==> config.mk <==
export PLATFORM = sky130hd
export DESIGN_NAME = hook_ctrl
export DESIGN_NICKNAME = d
export VERILOG_FILES = /design/src/rtl/hook_ctrl.sv
export SDC_FILE = /design/constraint.sdc
export NUM_CORES = 1
export LEC_CHECK = 0
export CORE_MARGIN = 2
export CORE_UTILIZATION = 52
export DETAILED_ROUTE_END_ITERATION = 8
export GPL_ROUTABILITY_DRIVEN = 0
export GPL_TIMING_DRIVEN = 1
export PLACE_DENSITY = 0.83
export SETUP_SLACK_MARGIN = 0.5
export SLEW_MARGIN = 20
export SYNTH_ARGS = -nofsm -noshare
export SYNTH_HDL_FRONTEND = slang
export SYNTH_SLANG_ARGS = --single-unit
==> constraint.sdc <==
create_clock -name clk -period 4.1 [get_ports clk]
set_clock_uncertainty 0.15 [all_clocks]
set_input_delay 1.23 -clock clk [delete_from_list [all_inputs] [get_ports clk]]
set_output_delay 1.23 -clock clk [all_outputs]
set_load 0.03 [all_outputs]
==> src/rtl/hook_ctrl.sv <==
// Hook launcher: initiator side of the grab handshake with the poro block.
// On fire the tip extends rightward one step per frame and is tested for
// collision with the poro every clock. A hit pulses grab_success once, then
// the hook retracts to HOME_X and waits COOL_FRAMES frames before re-arming.
//
// Ports:
//   clk          system clock
//   resetn       synchronous active-low reset
//   frame        one-clk pulse per video frame
//   fire         launch request (level), sampled only in IDLE
//   hold         game hold/pause-reset; returns to IDLE, keeps hits
//   poro_x       current poro x position
//   grab_success one-clk hit pulse to the poro block
//   hook_x       current hook tip x (to renderer)
//   busy         high whenever state is not IDLE
//   state        IDLE=0, EXTEND=1, RETRACT=2, COOLDOWN=3
//   hits         saturating count of successful grabs
module hook_ctrl #(
    parameter logic [8:0] HOME_X      = 9'd43,
    parameter logic [8:0] MAX_X       = 9'd300,
    parameter logic [3:0] HOOK_V      = 4'd6,
    parameter logic [3:0] HIT_W       = 4'd8,
    parameter logic [5:0] COOL_FRAMES = 6'd30
) (
    input  logic       clk,
    input  logic       resetn,
    input  logic       frame,
    input  logic       fire,
    input  logic       hold,
    input  logic [8:0] poro_x,
    output logic       grab_success,
    output logic [8:0] hook_x,
    output logic       busy,
    output logic [1:0] state,
    output logic [7:0] hits
);

    typedef enum logic [1:0] {
        StIdle     = 2'd0,
        StExtend   = 2'd1,
        StRetract  = 2'd2,
        StCooldown = 2'd3
    } state_e;

    state_e     state_q, state_d;
    logic [8:0] hook_x_q, hook_x_d;
    logic       grab_q, grab_d;
    logic       busy_q;
    logic [7:0] hits_q, hits_d;
    logic [5:0] cool_q, cool_d;

    // 10-bit arithmetic so the window edge and the advance never wrap
    logic [9:0] win_hi;
    logic [9:0] adv;
    logic [9:0] ret_lim;
    logic [8:0] adv_clamped;
    logic       hit;

    assign win_hi      = {1'b0, hook_x_q} + {6'd0, HIT_W};
    assign adv         = {1'b0, hook_x_q} + {6'd0, HOOK_V};
    assign ret_lim     = {1'b0, HOME_X} + {6'd0, HOOK_V};
    assign adv_clamped = (adv > {1'b0, MAX_X}) ? MAX_X : adv[8:0];
    assign hit         = (poro_x >= hook_x_q) && ({1'b0, poro_x} <= win_hi);

    always_comb begin
        state_d  = state_q;
        hook_x_d = hook_x_q;
        grab_d   = 1'b0;
        hits_d   = hits_q;
        cool_d   = cool_q;

        if (hold) begin
            state_d  = StIdle;
            hook_x_d = HOME_X;
            cool_d   = 6'd0;
        end else begin
            unique case (state_q)
                StIdle: begin
                    hook_x_d = HOME_X;
                    if (fire) state_d = StExtend;
                end
                StExtend: begin
                    // A hit freezes the tip and beats reaching MAX_X.
                    if (hit) begin
                        grab_d  = 1'b1;
                        hits_d  = (hits_q == 8'hFF) ? hits_q : hits_q + 8'd1;
                        state_d = StRetract;
                    end else if (hook_x_q == MAX_X) begin
                        state_d = StRetract;
                    end else if (frame) begin
                        hook_x_d = adv_clamped;
                    end
                end
                StRetract: begin
                    if (frame) begin
                        if ({1'b0, hook_x_q} <= ret_lim) begin
                            hook_x_d = HOME_X;
                            state_d  = StCooldown;
                            cool_d   = 6'd0;
                        end else begin
                            hook_x_d = hook_x_q - {5'd0, HOOK_V};
                        end
                    end
                end
                StCooldown: begin
                    if (frame) begin
                        if (cool_q == COOL_FRAMES - 6'd1) begin
                            state_d = StIdle;
                            cool_d  = 6'd0;
                        end else begin
                            cool_d = cool_q + 6'd1;
                        end
                    end
                end
                default: state_d = StIdle;
            endcase
        end
    end

    always_ff @(posedge clk) begin
        if (!resetn) begin
            state_q  <= StIdle;
            hook_x_q <= HOME_X;
            grab_q   <= 1'b0;
            busy_q   <= 1'b0;
            hits_q   <= 8'd0;
            cool_q   <= 6'd0;
        end else begin
            state_q  <= state_d;
            hook_x_q <= hook_x_d;
            grab_q   <= grab_d;
            busy_q   <= (state_d != StIdle);
            hits_q   <= hits_d;
            cool_q   <= cool_d;
        end
    end

    assign grab_success = grab_q;
    assign hook_x       = hook_x_q;
    assign busy         = busy_q;
    assign state        = state_q;
    assign hits         = hits_q;

endmodule

Yosys cells after proc, flatten, opt, wreduce, memory -nomap -nowiden
Index checks and enable logic that the tools add are counted.
- bits in registers: 27
- output and inout bits: 21
- input bits: 14
- muxes and demuxes: 22
- equal/unequal tests: 12
- reduce and logical (&&, ||, !) cells: 10
- bitwise gates (word level): 4
- add/sub/neg operators: 5
- magnitude comparators: 4
- operators with widths (cell ; count):
    2-to-1 mux 9 bit ; 6
    case mux 9 bit (3 select lines) ; 1
    2-to-1 mux 6 bit ; 4
    2-to-1 mux 2 bit ; 8
    != test 2 bit, second input constant ; 6
    case mux 6 bit (2 select lines) ; 1
    adder 9 x 3 -> 10 bit, second input constant ; 1
    adder 9 x 4 -> 10 bit, second input constant ; 1
    greater-than comparator 10 x 9 -> 1 bit, second input constant ; 1
    less-or-equal comparator 9 x 10 -> 1 bit ; 1
    equality test 9 bit, second input constant ; 1
    >= comparator 9 bit ; 1
    less-or-equal comparator 9 x 6 -> 1 bit, second input constant ; 1
    subtractor 9 x 3 -> 9 bit, second input constant ; 1
    adder 8 x 1 -> 8 bit, second input constant ; 1
    equality test 8 bit, second input constant ; 1
    case mux 2 bit (4 select lines) ; 1
    AND reduction 4 bit ; 2
    adder 6 x 1 -> 6 bit, second input constant ; 1
    equality test 6 x 5 -> 1 bit, second input constant ; 1
    AND reduction 5 bit ; 1
    equality test 2 bit, second input constant ; 2
    NOT 1 bit ; 4
    nonzero test 2 bit ; 2
    other kinds (7) ; 7

Logic depth before layout (Yosys ltp)
Gate-level depths: netlist (run 1).
- depth in word-level cells: 7
- depth in mapped cells: 13
- gate-level depth less buffers: 10

Least setup slack after synthesis (run 1)
No wires, ideal clock.
- path kind: reg-to-reg
- start point: reg hook_x_q[3] (netlist: hook_x[3])
- end point: reg hits_q[6] (netlist: hits[6])
- cell stages (with the launch flop): 13
- path slack: 0.470 ns
- path buffers: 2
- required time: 3.878 ns
- clock period less this slack: 3.630 ns
- arrival: 3.409 ns
- cell sequence: dfxtp_1 -> buf_1 -> inv_1 -> ha_1 -> inv_1 -> ha_1 -> and3b_1 -> a221o_1 -> a211oi_2 -> o221ai_2 -> buf_6 -> or4_1 -> a21oi_1
- longest elaborated chain between the ends: 4
- elaborated cells between the ends (all ways): 5
- those cells by class: add/sub (1); order compare (2); reduce/logical (2)
- ends and longest elaborated chain (what ; RTL line ; text):
    from (decl) ; 46 ; logic [8:0] hook_x_q, hook_x_d;
    from (signal assigned) ; 130 ; hook_x_q <= hook_x_d;
    adder 9 x 4 -> 10 bit ; 59 ; assign win_hi = {1'b0, hook_x_q} + {6'd0, HIT_W};
    less-or-equal comparator 9 x 10 -> 1 bit ; 63 ; assign hit = (poro_x >= hook_x_q) && ({1'b0, poro_x} <= win_hi);
    logical AND 1 bit * ; 63 ;
    AND reduction 4 bit (no source line) * ; - ;
    to (signal assigned) ; 133 ; hits_q <= hits_d;
    to (decl) ; 49 ; logic [7:0] hits_q, hits_d;
Every way passes the cells marked *; elsewhere a longest branch is shown, timed or not.
A chain may end at the register's enable or synchronous reset.

Final worst setup path (run 1)
- start point: in poro_x[3]
- end point: reg hits_q[2] (netlist: hits[2])
- longest elaborated chain between the ends: 3
- elaborated cells between the ends (all ways): 4
- those cells by class: order compare (2); reduce/logical (2)
- ends and longest elaborated chain (what ; RTL line ; text):
    from (decl) ; 30 ; input logic [8:0] poro_x,
    less-or-equal comparator 9 x 10 -> 1 bit / >= comparator 9 bit (equally long branches) ; 63 ;
    logical AND 1 bit * ; 63 ;
    AND reduction 4 bit (no source line) * ; - ;
Marks and branches as above.

==> results.py, run 1 <==
metrics = {
    "floorplan": {
        "die_w_um": 72.3,
        "die_h_um": 72.3,
        "dieArea_um2": 5230,
        "ios": 35,
        "initial_core_util_pct": 55.0,
        "rows": 24,
        "coreArea_um2": 4410,
    },
    "logic_synthesis": {
        "syn_nets": 348,
        "yosysWarningCount": 0,
        "synth_top_area_cell": "dfxtp_1",
        "synth-seq-cells": 27,
        "async_flop_share_pct": 0,
        "yosysUniqueCellTypes": 61,
        "synth_area_leaders": "dfxtp_1 22%, ha_1 15%, a21oi_1 4.7%",
        "yosysSeqAreaShare_pct": 22.3,
        "yosysTopAreaCellShare_pct": 22.3,
        "netlist_area_um2": 2430,
        "synth_edf_count": 0,
        "synthCells": 304,
        "synth_flop_cell": "dfxtp_1",
        "syn_area_per_cell_um2": 7.98,
    },
    "finish": {
        "mostFrequentLayoutCell": "clkdlybuf4s50_1",
        "drive_gt1_share_pct": 9.12,
        "mostFrequentLayoutCells": "29 x clkdlybuf4s50_1, 26 x ha_1, 26 x dfxtp_1, 23 x a21oi_1, 21 x inv_1",
        "antenna_cells": 0,
        "finalNonFillerCells": 392,
        "final_nets": 385,
        "area_delta_synth_final_pct": 25.1,
    },
    "timing": {
        "worstMarginPinSlew_ns": 0.803,
        "min_period_over_period_pct": 86.6,
        "layout_min_cycle_time_ns": 3.55,
        "hold_viol": 0,
        "hold-worst-slack_ns": 0.354,
        "setup_viol_count_final": 0,
        "final_max_slew_viol_count": 0,
        "setup_tns_ns": 0,
        "fin_ws_ns": 0.550,
        "rsz0062_at_grt": "yes",
        "max_freq_ghz": 0.282,
        "relSlewSlack_pct": 45.1,
    },
    "power_and_ir_drop": {
        "power_switching_mw": 0.171,
        "seq_power_share_pct": 48.7,
        "p_per_area_nw_per_um2": 185,
        "clockPowerShare_pct": 28.1,
        "power_mw": 0.562,
        "combPwrFrac_pct": 23.2,
        "p_leak_nw": 1.14,
        "p_sw_share_pct": 30.5,
        "vdd_drop_max_v": 0.000208,
        "internal_power_mw": 0.391,
    },
    "min_path": {
        "min_path_cells": 2,
        "hold_class": "flip-flop to flip-flop",
        "hold_start": "hits[4]$_SDFFE_PN0P_",
    },
    "global_route": {
        "grt_first_pass_wirelength_um": 10800,
        "grt_max_degree": 17,
        "grt.overflow.total": 0,
        "grt_pass1_vias": 2304,
        "grt_antenna_before_repair": 0,
        "track_usage_pct": 25.7,
    },
    "placement": {
        "place_ws_ns": -0.0587,
        "port_buffers": 34,
        "dp_hpwl_um": 4670,
        "dp_cells": 383,
    },
    "route": {
        "drc": 0,
        "via_per_inst": 6.50,
        "dr.pass1.iters": 5,
        "vias": 2548,
        "routed_wl_um": 6800,
        "routedWlPerCell_um": 17.3,
        "drt_iter0_drc": 298,
        "drtAntennaViolNets": 0,
    },
    "worst_setup_path": {
        "r2r_start": "hook_x[3]$_SDFFE_PP1P_",
        "critPathLaunch": "poro_x[3]",
        "cp_data_arrival_time_ns": 3.61,
        "crit_path_max_fanout": 6,
        "critPathKind": "primary input to flip-flop",
        "reg2regPathDepth": 10,
        "endpoint_kind": "flip-flop",
        "critPathLaunchType": "primary input",
        "cp.required_ns": 4.16,
    },
    "clocking": {
        "cts_hold_buffers": 0,
        "cts_buffer_depth": 2,
        "clk_latency_ns": 0.28,
        "cts_buffers": 3,
        "cts_root_buf": "clkbuf_8",
        "cts.clk_slew.worst_paths_ns": 0.10,
        "cts_tree": "built",
        "htreeDepth": 1,
        "clock-sinks": 27,
    },
    "outcome": {
        "status": "finished, final reports clean",
    },
    "run": {
        "maxCapViolCount": 0,
    },
}
what timing repair did:
item,CTS,global route
pin swaps,14,6
gates resized for setup,12,9
setup buffers,2,1
setup endpoints to repair,17,14
cloned,1,1
critical path, stage by stage:
cell and delay (ns):
dlygate4sd2_1 0.27, ha_4 0.29, and3b_1 0.19, a221o_1 0.39, a211oi_4 0.26, buf_6 0.16
o221ai_4 0.13, or4_1 0.51, a21oi_1 0.17
synth_stat cells, drive strengths merged, types with 3 or more instances:
cell type,instances
a211oi,3
a21boi,3
a21o,4
a21oi,23
a31o,3
a32o,3
and3,8
buf,3
clkbuf,9
dfxtp,27
ha,30
inv,21
nand2,14
nand2b,3
nand3,18
nand4,3
nor2,15
nor2b,5
nor3,6
o211ai,8
o21ai,20
o22ai,3
o31ai,11
or3,3
or4,6
xnor2,9
registers in the layout, summed over array words and instances (netlist names):
name,count
hits,8
busy,1
hook_x,9
grab_success,1
state,2
cool_q,6
path summary, 6_finish.rpt:
path	slack (ns)	to
min reg2reg	0.35	hits[4]$_SDFFE_PN0P_
max reg2reg	0.65	hits[2]$_SDFFE_PN0P_
min	0.35	hits[4]$_SDFFE_PN0P_
max	0.55	hits[2]$_SDFFE_PN0P_
power groups by stage:
stage | clock network [mW] | logic (mW) | registers (mW)
2_1_floorplan | 0 | 0.0679 | 0.283
3_3_place_gp | 0 | 0.110 | 0.280
3_5_place_dp | 0 | 0.111 | 0.280
4_1_cts | 0.160 | 0.123 | 0.274
5_1_grt | 0.168 | 0.142 | 0.275
6_report | 0.158 | 0.130 | 0.274
cell type report:
type,instances,area (µm²)
Fill cell,369,1380
Timing Repair Buffer,43,418
Sequential cell,27,542
Clock inverter,1,7.51
Tap cell,52,65.1
Inverter,23,86.3
Multi-Input combinational cell,243,1880
Clock buffer,3,41.3
logic make-up (layout without fill, tap and decap cells):
group | after synthesis | in the layout | synth area share (%)
AO/OA/AOI/OAI | 107 | 108 | 31.2
XOR/XNOR | 11 | 11 | 3.97
adder cells (fa/ha/maj) | 30 | 30 | 15.5
buffers and inverters | 35 | 70 | 5.72
flip-flops | 27 | 27 | 22.3
multiplexers | 2 | 2 | 0.825
AND/OR/NAND/NOR | 92 | 92 | 20.6
through the flow:
step	utilization, %	instance area (µm²)
2_1_floorplan	-	2430
3_3_place_gp	63.9	2820
3_5_place_dp	63.9	2820
4_1_cts	67.2	2970
5_1_grt	68.8	3040
6_report	68.8	3040
layer usage:
layer | vias up | global-route usage, % | wire length [µm]
met3 | 13 | 2.22 | 384
met4 | 0 | 8.60 | 153
li1 | 1239 | - | -
met5 | - | 0 | 0
met1 | 1198 | 35.7 | 3040
met2 | 98 | 41.9 | 3220
Note: power is estimated with default switching activity, not from simulation.
==> run 2: changes to the inputs <==
CTS_CLUSTER_SIZE = 40   (was unset)
==> results of run 2 <==
Same layout as run 1: the final DEF is identical, and so are final timing and power.
==> run 3: changes to the inputs <==
CORE_UTILIZATION = 55   (was 52)
PLACE_DENSITY = 0.87   (was 0.83)
==> run 3 against run 2 <==
Sequential power about the same. Cell count up 0.26%. Core utilization up 0.85 points. Fmax up 0.82%. Sequential cell count unchanged. Largest cell class unchanged. Sequential share of layout area up 0.28 points. Register-to-register slack better by 0.03 ns. Critical endpoint unchanged. Hold slack worse by 0.00067 ns. Clock-buffer cell count up 1. Combinational power down 3%. Die area down 5.2%.
==> results.py, run 3 (synthesis results as in run 1) <==
metrics = {
    "timing": {
        "worstMarginPinSlew_ns": 0.786,
        "min_period_over_period_pct": 85.9,
        "max_freq_ghz": 0.284,
        "relSlewSlack_pct": 46.3,
        "setup_tns_ns": 0,
        "hold_viol": 0,
        "rsz0062_at_grt": "no",
        "fin_ws_ns": 0.579,
        "layout_min_cycle_time_ns": 3.52,
        "setup_viol_count_final": 0,
        "final_max_slew_viol_count": 0,
    },
    "placement": {
        "dpl-instance-area_um2": 2820,
        "port_buffers": 34,
        "dp_hpwl_um": 4780,
        "place_ws_ns": -0.0129,
    },
    "power_and_ir_drop": {
        "p_leak_nw": 1.12,
        "clockPowerShare_pct": 27.5,
        "combPwrFrac_pct": 22.8,
        "p_per_area_nw_per_um2": 184,
        "power_switching_mw": 0.163,
        "seq_power_share_pct": 49.7,
        "p_sw_share_pct": 29.5,
        "vdd_drop_max_v": 0.000142,
        "power_mw": 0.551,
        "internal_power_mw": 0.389,
    },
    "worst_setup_path": {
        "crit_slowest_cell": "or4_4",
        "endpoint_kind": "flip-flop",
        "critPathMaxStageDelay_ns": 0.55,
        "cp.required_ns": 4.16,
        "reg2regPathDepth": 10,
        "critPathKind": "primary input to flip-flop",
        "crit_path_max_fanout": 4,
        "critPathLaunchType": "primary input",
        "crit_family": "compound AO/OA/AOI/OAI gates",
        "path_cells": "dlygate4sd2_1, ha_1, and3b_1, a221o_1, a211oi_4, o221ai_2, or4_4, a21oi_2",
        "path_depth": 8,
        "cp_data_arrival_time_ns": 3.58,
        "crit_buf_inv": 1,
    },
    "global_route": {
        "grt_antenna_before_repair": 0,
        "track_usage_pct": 26.8,
        "grt_first_pass_wirelength_um": 11000,
        "grt.overflow.total": 0,
        "grt_max_degree": 17,
        "grt_pass1_vias": 2403,
    },
    "finish": {
        "largest_reg_flops": 9,
        "drive_gt1_share_pct": 9.09,
        "antenna_cells": 0,
        "finalInstanceArea_um2": 2990,
        "mostFrequentLayoutCell": "clkdlybuf4s50_1",
        "area_delta_synth_final_pct": 23.1,
        "seqCellArea_um2": 542,
        "fillers": 347,
        "final_util_pct": 69.6,
        "mostFrequentLayoutCells": "30 x clkdlybuf4s50_1, 27 x ha_1, 26 x dfxtp_1, 22 x a21oi_1, 21 x inv_1",
        "multi_input_area_um2": 1840,
        "final_nets": 386,
    },
    "route": {
        "via_per_inst": 6.60,
        "vias": 2592,
        "routed_wl_um": 6760,
        "dr.pass1.iters": 5,
        "drt_iter0_drc": 313,
        "drc": 0,
        "routedWlPerCell_um": 17.2,
        "drtAntennaViolNets": 0,
    },
    "floorplan": {
        "die_h_um": 70.4,
        "coreArea_um2": 4290,
        "rows": 24,
        "die_w_um": 70.4,
        "initial_core_util_pct": 56.5,
        "ios": 35,
        "dieArea_um2": 4960,
    },
    "clocking": {
        "cts_hold_buffers": 0,
        "cts_tree": "built",
        "cts_buffer_depth": 2,
        "clk_latency_ns": 0.27,
        "htreeDepth": 1,
        "cts.clk_slew.worst_paths_ns": 0.09,
        "cts_root_buf": "clkbuf_8",
        "clock-sinks": 27,
        "cts_buffers": 3,
    },
    "outcome": {
        "status": "finished, final reports clean",
    },
    "min_path": {
        "hold_class": "flip-flop to flip-flop",
        "min_path_cells": 2,
    },
    "run": {
        "maxCapViolCount": 0,
    },
}
run 3: metrics by stage:
stage,hold WS [ns],cells
global placement,0.330,383
floorplan,0.336,304
detailed placement,0.336,383
CTS,0.352,391
finish,0.354,393
global route,0.396,393
run 3: power by group through the flow:
stage / Clock, mW / Sequential [mW] / Combinational (mW)
finish: 0.152 / 0.274 / 0.126
global route: 0.161 / 0.275 / 0.137
CTS: 0.154 / 0.274 / 0.119
detailed placement: 0 / 0.280 / 0.112
global placement: 0 / 0.280 / 0.110
floorplan: 0 / 0.283 / 0.0679
run 3: worst min-delay path: cells and delay by family (launching register included):
kind           cells  cell delay (ns)
AO/OA/AOI/OAI      2             0.13
flip-flops         1             0.34
run 3: repair_timing:
item	in CTS	in global routing
cloned	1	0
setup endpoints to repair	12	8
resized for setup	8	9
buffers inserted	3	2
pin swaps	16	4
endpoints found under the hold margin	0	0
run 3: layer usage:
metal / wire [µm] / vias up / GRT usage (%)
met1: 2970 / 1195 / 36.3
met4: 74 / 0 / 8.12
met3: 468 / 9 / 1.01
met5: 0 / - / 0
li1: - / 1241 / -
met2: 3240 / 147 / 45.9
run 3: final timing paths:
kind / start / end / slack (ns)
worst max register to register: hook_x[3]$_SDFFE_PP1P_ / hits[2]$_SDFFE_PN0P_ / 0.68
worst max-delay path: poro_x[5] / hits[2]$_SDFFE_PN0P_ / 0.58
worst min-delay path: hits[4]$_SDFFE_PN0P_ / hits[4]$_SDFFE_PN0P_ / 0.35
worst min register to register: hits[4]$_SDFFE_PN0P_ / hits[4]$_SDFFE_PN0P_ / 0.35
run 3: final cells by class:
type / count / area share (%)
Timing Repair Buffer: 44 / 13.9
Inverter: 23 / 2.89
Sequential cell: 27 / 18.1
Clock buffer: 4 / 1.51
Tap cell: 52 / 2.18
Multi-Input combinational cell: 243 / 61.4
